`config.mk`:
```
export PLATFORM = sky130hd
export DESIGN_NAME = if_id_stage
export DESIGN_NICKNAME = d
export VERILOG_FILES = /design/src/rtl/if_id_stage.sv
export SDC_FILE = /design/constraint.sdc
export NUM_CORES = 1
export LEC_CHECK = 0
export BUFFER_PORTS_ARGS = -buffer_cell sky130_fd_sc_hd__buf_4
export CORE_ASPECT_RATIO = 1.5
export CORE_MARGIN = 2
export CORE_UTILIZATION = 25
export CTS_CLUSTER_SIZE = 12
export DETAILED_ROUTE_END_ITERATION = 16
export GPL_ROUTABILITY_DRIVEN = 1
export PLACE_DENSITY = 0.48
export SLEW_MARGIN = 30
export SYNTH_ARGS = -nofsm -noshare
export SYNTH_HDL_FRONTEND = slang
export SYNTH_SLANG_ARGS = --single-unit
```
`constraint.sdc`:
```
create_clock -name clk -period 1.97 [get_ports clk]
set_clock_uncertainty 0.1 [all_clocks]
set_input_delay 0.394 -clock clk [delete_from_list [all_inputs] [get_ports clk]]
set_output_delay 0.394 -clock clk [all_outputs]
set_load 0.1 [all_outputs]
```
`src/rtl/if_id_stage.sv`:
```
`default_nettype none
// ============================================================================
// Module      : if_id_stage
// Description : IF/ID pipeline register. Assembles opcode + immediate pairs
//               from a 16-bit fetch stream, with stall and jump flush.
//               Optional macro IFID_BUBBLE_CNT_EN adds a saturating
//               bubble_cnt output.
// Revision    : 1.0 - initial release
// ============================================================================
module if_id_stage #(
    parameter int                DATA_W   = 16,
    parameter int                PC_W     = 32,
    parameter int                IMM_BIT  = 15,
    parameter logic [DATA_W-1:0] NOP_WORD = 16'h0000
) (
    input  logic              clk,
    input  logic              rst,
    input  logic [DATA_W-1:0] instruction_buf,
    input  logic              fetch_valid,
    input  logic [PC_W-1:0]   fetch_pc,
    input  logic              stall,
    input  logic              jump_occured,
    input  logic              direct_jump,
    output logic              fetch_hold,
    output logic [DATA_W-1:0] id_instr,
    output logic [DATA_W-1:0] id_imm,
    output logic [PC_W-1:0]   id_pc,
    output logic              id_valid,
    output logic              id_two_word
`ifdef IFID_BUBBLE_CNT_EN
    ,
    output logic [15:0]       bubble_cnt
`endif
);

    typedef enum logic [0:0] {
        ST_IDLE     = 1'b0,
        ST_WAIT_IMM = 1'b1
    } state_t;

    state_t            state_q,       state_d;
    logic [DATA_W-1:0] id_instr_q,    id_instr_d;
    logic [DATA_W-1:0] id_imm_q,      id_imm_d;
    logic [PC_W-1:0]   id_pc_q,       id_pc_d;
    logic              id_valid_q,    id_valid_d;
    logic              id_two_word_q, id_two_word_d;
    logic [DATA_W-1:0] hold_instr_q,  hold_instr_d;
    logic [PC_W-1:0]   hold_pc_q,     hold_pc_d;
    logic              w_flush;

    assign w_flush    = jump_occured | direct_jump;
    assign fetch_hold = stall & ~w_flush;

    always_comb begin
        state_d       = state_q;
        id_instr_d    = id_instr_q;
        id_imm_d      = id_imm_q;
        id_pc_d       = id_pc_q;
        id_valid_d    = id_valid_q;
        id_two_word_d = id_two_word_q;
        hold_instr_d  = hold_instr_q;
        hold_pc_d     = hold_pc_q;

        if (w_flush) begin
            state_d       = ST_IDLE;
            id_valid_d    = 1'b0;
            id_instr_d    = NOP_WORD;
            id_two_word_d = 1'b0;
            hold_instr_d  = '0;
            hold_pc_d     = '0;
        end else if (!stall) begin
            // Default for an advancing cycle is a bubble; real words override below.
            id_valid_d    = 1'b0;
            id_instr_d    = NOP_WORD;
            id_two_word_d = 1'b0;
            if (fetch_valid) begin
                case (state_q)
                    ST_IDLE: begin
                        if (instruction_buf[IMM_BIT]) begin
                            hold_instr_d = instruction_buf;
                            hold_pc_d    = fetch_pc;
                            state_d      = ST_WAIT_IMM;
                        end else begin
                            id_instr_d = instruction_buf;
                            id_imm_d   = '0;
                            id_pc_d    = fetch_pc;
                            id_valid_d = 1'b1;
                        end
                    end
                    ST_WAIT_IMM: begin
                        // The immediate is pure data; its IMM_BIT is not decoded.
                        id_instr_d    = hold_instr_q;
                        id_imm_d      = instruction_buf;
                        id_pc_d       = hold_pc_q;
                        id_two_word_d = 1'b1;
                        id_valid_d    = 1'b1;
                        state_d       = ST_IDLE;
                    end
                    default: state_d = ST_IDLE;
                endcase
            end
        end
    end

    always_ff @(posedge clk or negedge rst) begin
        if (!rst) begin
            state_q       <= ST_IDLE;
            id_instr_q    <= NOP_WORD;
            id_imm_q      <= '0;
            id_pc_q       <= '0;
            id_valid_q    <= 1'b0;
            id_two_word_q <= 1'b0;
            hold_instr_q  <= '0;
            hold_pc_q     <= '0;
        end else begin
            state_q       <= state_d;
            id_instr_q    <= id_instr_d;
            id_imm_q      <= id_imm_d;
            id_pc_q       <= id_pc_d;
            id_valid_q    <= id_valid_d;
            id_two_word_q <= id_two_word_d;
            hold_instr_q  <= hold_instr_d;
            hold_pc_q     <= hold_pc_d;
        end
    end

    assign id_instr    = id_instr_q;
    assign id_imm      = id_imm_q;
    assign id_pc       = id_pc_q;
    assign id_valid    = id_valid_q;
    assign id_two_word = id_two_word_q;

`ifdef IFID_BUBBLE_CNT_EN
    logic [15:0] bubble_cnt_q, bubble_cnt_d;

    // Counts every edge that registers id_valid=0, saturating at all-ones.
    always_comb begin
        bubble_cnt_d = bubble_cnt_q;
        if (!id_valid_d && (bubble_cnt_q != 16'hFFFF))
            bubble_cnt_d = bubble_cnt_q + 16'd1;
    end

    always_ff @(posedge clk or negedge rst) begin
        if (!rst) bubble_cnt_q <= '0;
        else      bubble_cnt_q <= bubble_cnt_d;
    end

    assign bubble_cnt = bubble_cnt_q;
`endif

endmodule
`default_nettype wire

```
After elaboration in Yosys (flattened, before gate mapping)
Index checks and enable logic that the tools add are counted.
{"block": "word_totals", "in_bits": 54, "ff_bits": 115, "ram_bits": 0, "out_inout_bits": 67, "rom_bits": 0, "latch_bits": 0, "memories": 0, "word_cells": 54}
{"block": "op_classes", "n_reduce_logical": 5, "add_sub_neg": 0, "order_cmp": 0, "shift": 0, "muxes": 33, "multipliers": 0, "div": 0, "n_eq_ne": 3, "bitwise": 5}
{"operator": "32-bit two-way mux", "n": 6}
{"operator": "16-bit two-way mux", "n": 9}
{"operator": "16-bit case mux with 2 select lines", "n": 2}
{"operator": "32-bit case mux with 2 select lines", "n": 1}
{"operator": "15-bit two-way mux", "n": 1}
{"operator": "1-bit two-way mux", "n": 12}
{"operator": "4-bit AND reduction", "n": 2}
{"operator": "2-bit by 1-bit != test with 1-bit output, second input constant", "n": 2}
{"operator": "1-bit case mux with 2 select lines", "n": 2}
{"operator": "2-bit nonzero test", "n": 2}
{"operator": "1-bit inverter", "n": 3}
{"operator": "2-bit != test, second input constant", "n": 1}
{"operator": "2-bit AND reduction", "n": 1}
{"operator": "1-bit bitwise AND", "n": 1}
{"operator": "1-bit bitwise OR", "n": 1}

Longest topological paths before layout
Gate-level depths: netlist of the first run.
{"block": "logic_depth", "depth_word": 5, "mapped_depth": 5, "depth_no_buf": 3}

Least setup slack after synthesis of the first run
Ideal clock, no wire load.
{"block": "synth_path", "path_kind": "in2out", "start": "input port direct_jump", "end": "output port fetch_hold", "slack_ps": 132, "path_stages": 4, "n_path_buf": 2, "required_time_ps": 1476, "arrival_time_ps": 1344, "path_cell_list": "nor2_4 > and2_1 > buf_2 > buf_2"}
{"block": "synth_via", "elab_chain_len": 3}
{"item": "from (decl)", "line": "23", "source": "input logic direct_jump,"}
{"item": "1-bit bitwise OR", "line": "51", "source": "assign w_flush = jump_occured | direct_jump;"}
{"item": "1-bit inverter (no source line)"}
{"item": "1-bit bitwise AND", "line": "52", "source": "assign fetch_hold = stall & ~w_flush;"}
{"item": "to (decl)", "line": "24", "source": "output logic fetch_hold,"}
No other way between the ends.

Final worst setup path of the first run
Ends and elaborated chain as after synthesis.

==> summary.txt, run 1 <==
Met2 usage -> 20.8%
Height of the die -> 173 um
GRT overflow -> 0
Via count -> 3242
Detailed Routing Iterations Pass 1 -> 4
Data arrival at the endpoint of the critical path -> 1.24 ns
Critical Setup Path Class -> in2out
Number of clock sinks -> 115
Transition time at the pin with the least slew margin -> 0.405 ns
Count of port buffers added during placement -> 120
Initial DRC Count -> 125
Initial core utilization -> 25.5%
Area enclosed by the die boundary -> 20100 sq um
Number of resized instances in the post-cts repair step -> 0
Startpoint type of the worst setup path -> input pin
Number of buffers between clock root and the deepest sink -> 2
Antenna diode instance count -> 0
Final antenna-violating net count -> 0
Buffer type at the clock tree root -> sky130_fd_sc_hd__clkbuf_16
Shortest clock period the worst path allows after layout -> 1.74 ns
Per-instance average area after synthesis -> 15.1 sq um
Final HPWL DP -> 8030 um
CP endpoint kind -> output pin
Required time reported for the critical path endpoint -> 1.48 ns
Number of warnings reported in the yosys synthesis log -> 0
Number of buffers created by CTS -> 17
Synthesized instance count -> 313
Unrepaired setup endpoints after global routing -> no
Number of filler instances in the final layout -> 1804
Setup Total Neg Slack -> 0 ns
Area overhead of the layout relative to synthesis -> 40.3%
Final setup fails -> 0
Chain of cells forming the critical path -> buf_4 -> nor2_4 -> and2_1 -> buf_4
Slowest cell on crit path -> sky130_fd_sc_hd__buf_4
Most congested layer reported by global routing -> met2
Status -> finished clean
Total number of H-tree levels -> 4
Total GRT Usage -> 12.7%
Placer Congestion -> 0.704
Count of nets after finishing -> 498
Maxcap violations -> 0
Total power of the final layout -> 8.20 mW
Number of antenna violations at the first check in global routing -> 0
Sequential share of the synthesized area -> 60.8%
Critical path's most frequent cell -> sky130_fd_sc_hd__buf_4
I/O Pins -> 121
Final Hold Violating Endpoints -> 0
Post-detailed-route DRC marker count -> 0
Syn Std Cell Area -> 4730 sq um
Overall die width -> 116 um
Final slew viol count -> 0
Largest net degree at the start of global routing -> 57
Core region area -> 18500 sq um
First-pass GRT wire length -> 19600 um
Hold depth -> 2
Slew Limit Headroom -> 73.0%
Latest clock arrival within the worst-skew pair -> 0.41 ns
Achievable frequency -> 576 MHz
Count of state elements after synthesis -> 115
Vias in the first global route -> 3612
Maximum vdd ir drop -> 595 uV
Worst-path fanout max -> 6
Final Routed Wirelength -> 11900 um
Clock transition at the registers of the reported paths -> 0.06 ns
Share of the cycle needed by the critical path after routing -> 88.1%
Vias per cell -> 4.57
Largest stage delay on the critical path -> 0.31 ns
WL/cell -> 16.8 um
Site row count -> 61
CTS tree -> yes
Number of nets produced by synthesis -> 367
Static Leak -> 3.18 nW
Type of the most critical hold path -> in2reg
M1 GR Usage -> 15.3%
Fraction of final layout cells with drive strength greater than 1 -> 44.4%
Power per cell area -> 1230 nW/um^2
Number of cell instances on the worst register-to-register path -> 3
Number of distinct standard cells referenced by the synthesized netlist -> 25
Met3 Use GR -> 4.12%
## cells by family after synthesis
logic type | synth area share (%)
multiplexers | 18.4
buffers and inverters | 3.62
AND/OR/NAND/NOR | 1.85
flip-flops | 60.8
AO/OA/AOI/OAI | 15.3
## worst paths after layout
kind / endpoint / slack (ns) / from
max reg2reg: id_pc[23]$_DFFE_PN0P_ / 0.34 / state_q$_DFFE_PN0P_
min in group asynchronous: id_imm[11]$_DFFE_PN0P_ / 0.27 / rst
min reg2reg: id_valid$_DFFE_PN0P_ / 0.37 / id_valid$_DFFE_PN0P_
max: fetch_hold / 0.23 / direct_jump
min: hold_pc_q[27]$_DFFE_PN0P_ / 0.11 / fetch_pc[27]
max in group asynchronous: id_pc[0]$_DFFE_PN0P_ / 0.96 / rst
## cells in the final DEF (no fill, tap or decap)
cell,instances
sky130_fd_sc_hd__o21bai_1,1
sky130_fd_sc_hd__buf_4,131
sky130_fd_sc_hd__nand2b_1,1
sky130_fd_sc_hd__nor3_4,1
sky130_fd_sc_hd__o22a_1,1
sky130_fd_sc_hd__a21bo_1,1
sky130_fd_sc_hd__nand3_2,1
sky130_fd_sc_hd__mux2_1,33
sky130_fd_sc_hd__o2bb2ai_1,15
sky130_fd_sc_hd__clkbuf_8,4
sky130_fd_sc_hd__nor2b_2,1
sky130_fd_sc_hd__nor2_4,1
sky130_fd_sc_hd__clkbuf_16,17
sky130_fd_sc_hd__clkbuf_1,2
sky130_fd_sc_hd__dlygate4sd3_1,1
sky130_fd_sc_hd__buf_12,5
sky130_fd_sc_hd__and2_4,1
sky130_fd_sc_hd__clkinv_4,1
sky130_fd_sc_hd__mux2_2,31
sky130_fd_sc_hd__clkinv_2,3
sky130_fd_sc_hd__a22o_1,63
sky130_fd_sc_hd__mux2i_1,15
sky130_fd_sc_hd__bufinv_16,5
sky130_fd_sc_hd__o21a_1,1
sky130_fd_sc_hd__and2_1,1
sky130_fd_sc_hd__and4bb_1,1
sky130_fd_sc_hd__nand2_1,2
sky130_fd_sc_hd__and3_1,1
sky130_fd_sc_hd__dfrtp_1,114
sky130_fd_sc_hd__dfrtp_2,1
sky130_fd_sc_hd__a21o_1,1
## critical path, delay by kind of cell
family / cells / cell delay (ns)
buffers and inverters: 2 / 0.45
AND/OR/NAND/NOR: 2 / 0.38
## flip-flops by register name (all words and copies together), names as in the netlist
signal / cells
id_two_word: 1
id_imm: 16
id_instr: 16
hold_pc_q: 32
id_pc: 32
id_valid: 1
state_q: 1
hold_instr_q: 16
## layout make-up
class	instances	area (sq um)	share of cell area, %
well taps	252	315	4.75
clock inverters	9	174	2.62
clock buffers	23	488	7.35
multi-input cells	173	1690	25.4
flip-flops and latches	115	2880	43.4
repair buffers	137	1090	16.5
## synth_stat cells
cell	instances	area share (%)
sky130_fd_sc_hd__nand2b_1	1	0.13
sky130_fd_sc_hd__dfrtp_1	115	61
sky130_fd_sc_hd__nand3_2	1	0.21
sky130_fd_sc_hd__o21a_1	1	0.16
sky130_fd_sc_hd__mux2_1	33	7.9
sky130_fd_sc_hd__and2_1	1	0.13
sky130_fd_sc_hd__nor2b_2	1	0.19
sky130_fd_sc_hd__clkbuf_1	1	0.079
sky130_fd_sc_hd__a22o_1	63	12
sky130_fd_sc_hd__a21o_1	1	0.16
sky130_fd_sc_hd__buf_4	4	0.63
sky130_fd_sc_hd__nor2_4	1	0.24
sky130_fd_sc_hd__and3_1	1	0.13
sky130_fd_sc_hd__o21bai_1	1	0.16
sky130_fd_sc_hd__and4bb_1	1	0.26
sky130_fd_sc_hd__and2_4	1	0.19
sky130_fd_sc_hd__nand2_1	2	0.16
sky130_fd_sc_hd__o22a_1	1	0.19
sky130_fd_sc_hd__buf_2	14	1.5
sky130_fd_sc_hd__mux2_2	31	7.4
sky130_fd_sc_hd__nor3_2	1	0.21
sky130_fd_sc_hd__o2bb2ai_1	15	2.8
sky130_fd_sc_hd__buf_6	6	1.4
sky130_fd_sc_hd__a21bo_1	1	0.21
sky130_fd_sc_hd__mux2i_1	15	3.2
## routing by layer
layer / vias to the layer above / wire [um]
met5: - / 0
met4: 0 / 209
met3: 14 / 720
met2: 94 / 6010
met1: 1679 / 4980
li1: 1455 / -
## metrics by stage
step	worst slack (ns)	cells	area [sq um]	util (%)	hold WS (ns)
3_5_place_dp	0.222	676	5970	32.2	0.145
5_1_grt	0.203	709	6640	35.8	0.0859
2_1_floorplan	0.132	313	4730	-	-0.00159
4_1_cts	0.220	709	6640	35.8	0.0854
3_3_place_gp	0.221	676	5970	32.2	0.146
6_report	0.234	709	6640	35.8	0.109
## where the power goes
group,switching (mW),internal [mW]
clock network,1.06,2.37
logic,1.63,0.469
registers,0.111,2.56
## timing repair
action | CTS | global route
hold endpoints to repair | 10 | 0
buffers inserted | 0 | 0
hold buffers | 1 | 0
No activity file was read; power rests on OpenSTA's default activity.
==> run 2: changes to the inputs <==
==> constraint.sdc (replaced) <==
create_clock -name clk -period 1.97 [get_ports clk]
set_clock_uncertainty 0.1 [all_clocks]
set_input_delay 0.0985 -clock clk [delete_from_list [all_inputs] [get_ports clk]]
set_output_delay 0.0985 -clock clk [all_outputs]
set_load 0.1 [all_outputs]
==> summary.txt, run 2 (synthesized netlist as in run 1, its figures left out) <==
Status -> finished clean (unchanged)
WL/cell -> 16.8 um (about the same)
Final Routed Wirelength -> 12800 um (was 11900 um)
Largest net degree at the start of global routing -> 48 (was 57)
CTS tree -> yes (unchanged)
Final slew viol count -> 0 (unchanged)
Total GRT Usage -> 13.4% (was 12.7%)
Achievable frequency -> 549 MHz (was 576 MHz)
Site row count -> 61 (unchanged)
Number of clock sinks -> 115 (unchanged)
Area enclosed by the die boundary -> 20100 sq um (unchanged)
Total number of H-tree levels -> 4 (unchanged)
Hold slack final -> 0.0659 ns (was 0.109 ns)
Antenna diode instance count -> 0 (unchanged)
Final Hold Violating Endpoints -> 0 (unchanged)
Count of port buffers added during placement -> 120 (unchanged)
Vias per cell -> 4.48 (was 4.57)
Initial DRC Count -> 141 (was 125)
Maximum vdd ir drop -> 519 uV (was 595 uV)
Height of the die -> 173 um (unchanged)
Final Util -> 38.5% (was 35.8%)
Core region area -> 18500 sq um (unchanged)
Unrepaired setup endpoints after global routing -> no (unchanged)
Worst-path fanout max -> 5 (was 6)
Combined area of the multi-input logic cells -> 1700 sq um (was 1690 sq um)
Static Leak -> 3.38 nW (was 3.18 nW)
Area overhead of the layout relative to synthesis -> 51.0% (was 40.3%)
Fraction of final layout cells with drive strength greater than 1 -> 40.4% (was 44.4%)
Vias in the first global route -> 3833 (was 3612)
Share of the cycle needed by the critical path after routing -> 92.5% (was 88.1%)
Area of placed instances -> 5970 sq um (about the same)
Latest clock arrival within the worst-skew pair -> 0.40 ns (was 0.41 ns)
Most common cell after layout, fill and taps aside -> sky130_fd_sc_hd__buf_4 (unchanged)
Top library cells by usage in the layout, fill and taps aside -> sky130_fd_sc_hd__buf_4 (132), sky130_fd_sc_hd__dfrtp_1 (114), sky130_fd_sc_hd__a22o_1 (63), sky130_fd_sc_hd__dlygate4sd3_1 (52), sky130_fd_sc_hd__mux2_1 (33) (was sky130_fd_sc_hd__buf_4 (131), sky130_fd_sc_hd__dfrtp_1 (114), sky130_fd_sc_hd__a22o_1 (63), sky130_fd_sc_hd__mux2_1 (33), sky130_fd_sc_hd__mux2_2 (31))
Placer Congestion -> 0.732 (was 0.704)
I/O Pins -> 121 (unchanged)
Number of filler instances in the final layout -> 1781 (was 1804)
Slew Limit Headroom -> 48.3% (was 73.0%)
Number of buffers created by CTS -> 17 (unchanged)
Final standard cell area without fillers -> 7140 sq um (was 6640 sq um)
Detailed Routing Iterations Pass 1 -> 4 (unchanged)
Via count -> 3410 (was 3242)
Power per cell area -> 1140 nW/um^2 (was 1230 nW/um^2)
Required time reported for the critical path endpoint -> 1.77 ns (was 1.48 ns)
FF+latch area -> 2880 sq um (unchanged)
Final antenna-violating net count -> 0 (unchanged)
CP endpoint kind -> output pin (unchanged)
Overall die width -> 116 um (unchanged)
Data arrival at the endpoint of the critical path -> 1.62 ns (was 1.24 ns)
GRT overflow -> 0 (unchanged)
Number of buffers between clock root and the deepest sink -> 2 (unchanged)
Maxcap violations -> 0 (unchanged)
Setup fix buffers added after clock tree synthesis -> 0 (unchanged)
Final setup fails -> 0 (unchanged)
Transition time at the pin with the least slew margin -> 0.771 ns (was 0.405 ns)
Startpoint type of the worst setup path -> input pin (unchanged)
Initial core utilization -> 25.5% (unchanged)
Shortest clock period the worst path allows after layout -> 1.82 ns (was 1.74 ns)
Buffer type at the clock tree root -> sky130_fd_sc_hd__clkbuf_16 (unchanged)
Count of nets after finishing -> 551 (was 498)
First-pass GRT wire length -> 20800 um (was 19600 um)
Post-detailed-route DRC marker count -> 0 (unchanged)
Number of antenna violations at the first check in global routing -> 0 (unchanged)
Clock transition at the registers of the reported paths -> 0.06 ns (about the same)
Final HPWL DP -> 8390 um (was 8030 um)
Critical Setup Path Class -> in2out (unchanged)
Type of the most critical hold path -> in2async (was in2reg)
-- run 2: cell types whose count changed in the layout (fill, tap and decap cells not counted), sizes merged --
cell | previous run | this run
clkinv | 4 | 3
buf | 136 | 137
dlygate4sd3 | 1 | 52
nor3 | 1 | 2
clkinvlp | 0 | 2
bufinv | 5 | 4
-- run 2: power breakdown --
group          total, mW  leakage (nW)  internal, mW  switching, mW
Sequential          2.67          1.54          2.56          0.112
Clock               3.31         0.309          2.25           1.06
Combinational       2.18          1.53         0.534           1.65
Total               8.16          3.38          5.34           2.82
-- run 2: through the flow --
step	setup WS [ns]	power (mW)	TNS (ns)	std cells
2_1_floorplan	0.491	4.25	0	313
3_3_place_gp	0.0176	4.81	0	677
3_5_place_dp	-0.0334	4.83	-0.292	677
4_1_cts	0.00758	8.29	0	761
5_1_grt	0.0737	8.48	0	762
6_report	0.147	8.16	0	762
-- run 2: worst paths after layout --
path	slack [ns]	to	cells past startpoint	from
worst max-delay path	0.15	fetch_hold	5	jump_occured
worst min-delay path	0.07	id_instr[11]$_DFFE_PN0P_	2	rst
worst max register to register	0.22	hold_instr_q[12]$_DFFE_PN0P_	4	state_q$_DFFE_PN0P_
worst min register to register	0.38	id_valid$_DFFE_PN0P_	1	id_valid$_DFFE_PN0P_
max in group asynchronous	1.03	id_pc[2]$_DFFE_PN0P_	3	rst
min in group clk	0.08	state_q$_DFFE_PN0P_	3	fetch_valid
-- run 2: metal layers --
metal / vias to the layer above / share of wire [%] / GRT usage, %
li1: 1557 / - / -
met1: 1742 / 43 / 16.8
met2: 100 / 51 / 21.9
met3: 11 / 5.3 / 4.19
met4: 0 / 0.94 / 3.97
met5: - / 0 / 0
-- run 2: layout make-up --
type | instances | share of cell area, %
repair buffers | 189 | 22.6
clock buffers | 23 | 6.83
well taps | 252 | 4.41
multi-input cells | 174 | 23.8
flip-flops and latches | 115 | 40.3
clock inverters | 9 | 2.10
-- run 2: timing repair --
item                                   CTS  global route
pin swaps                                0             1
cloned                                   0             1
setup endpoints to repair               17            28
gates resized for setup                  1             0
endpoints found under the hold margin  227             0
hold buffers                            52             0
-- run 2: worst max-delay path, stage by stage --
cell and delay, ns:
sky130_fd_sc_hd__dlygate4sd3_1 0.54, sky130_fd_sc_hd__buf_4 0.17, sky130_fd_sc_hd__nor2_4 0.14, sky130_fd_sc_hd__and2_1 0.32, sky130_fd_sc_hd__buf_4 0.36
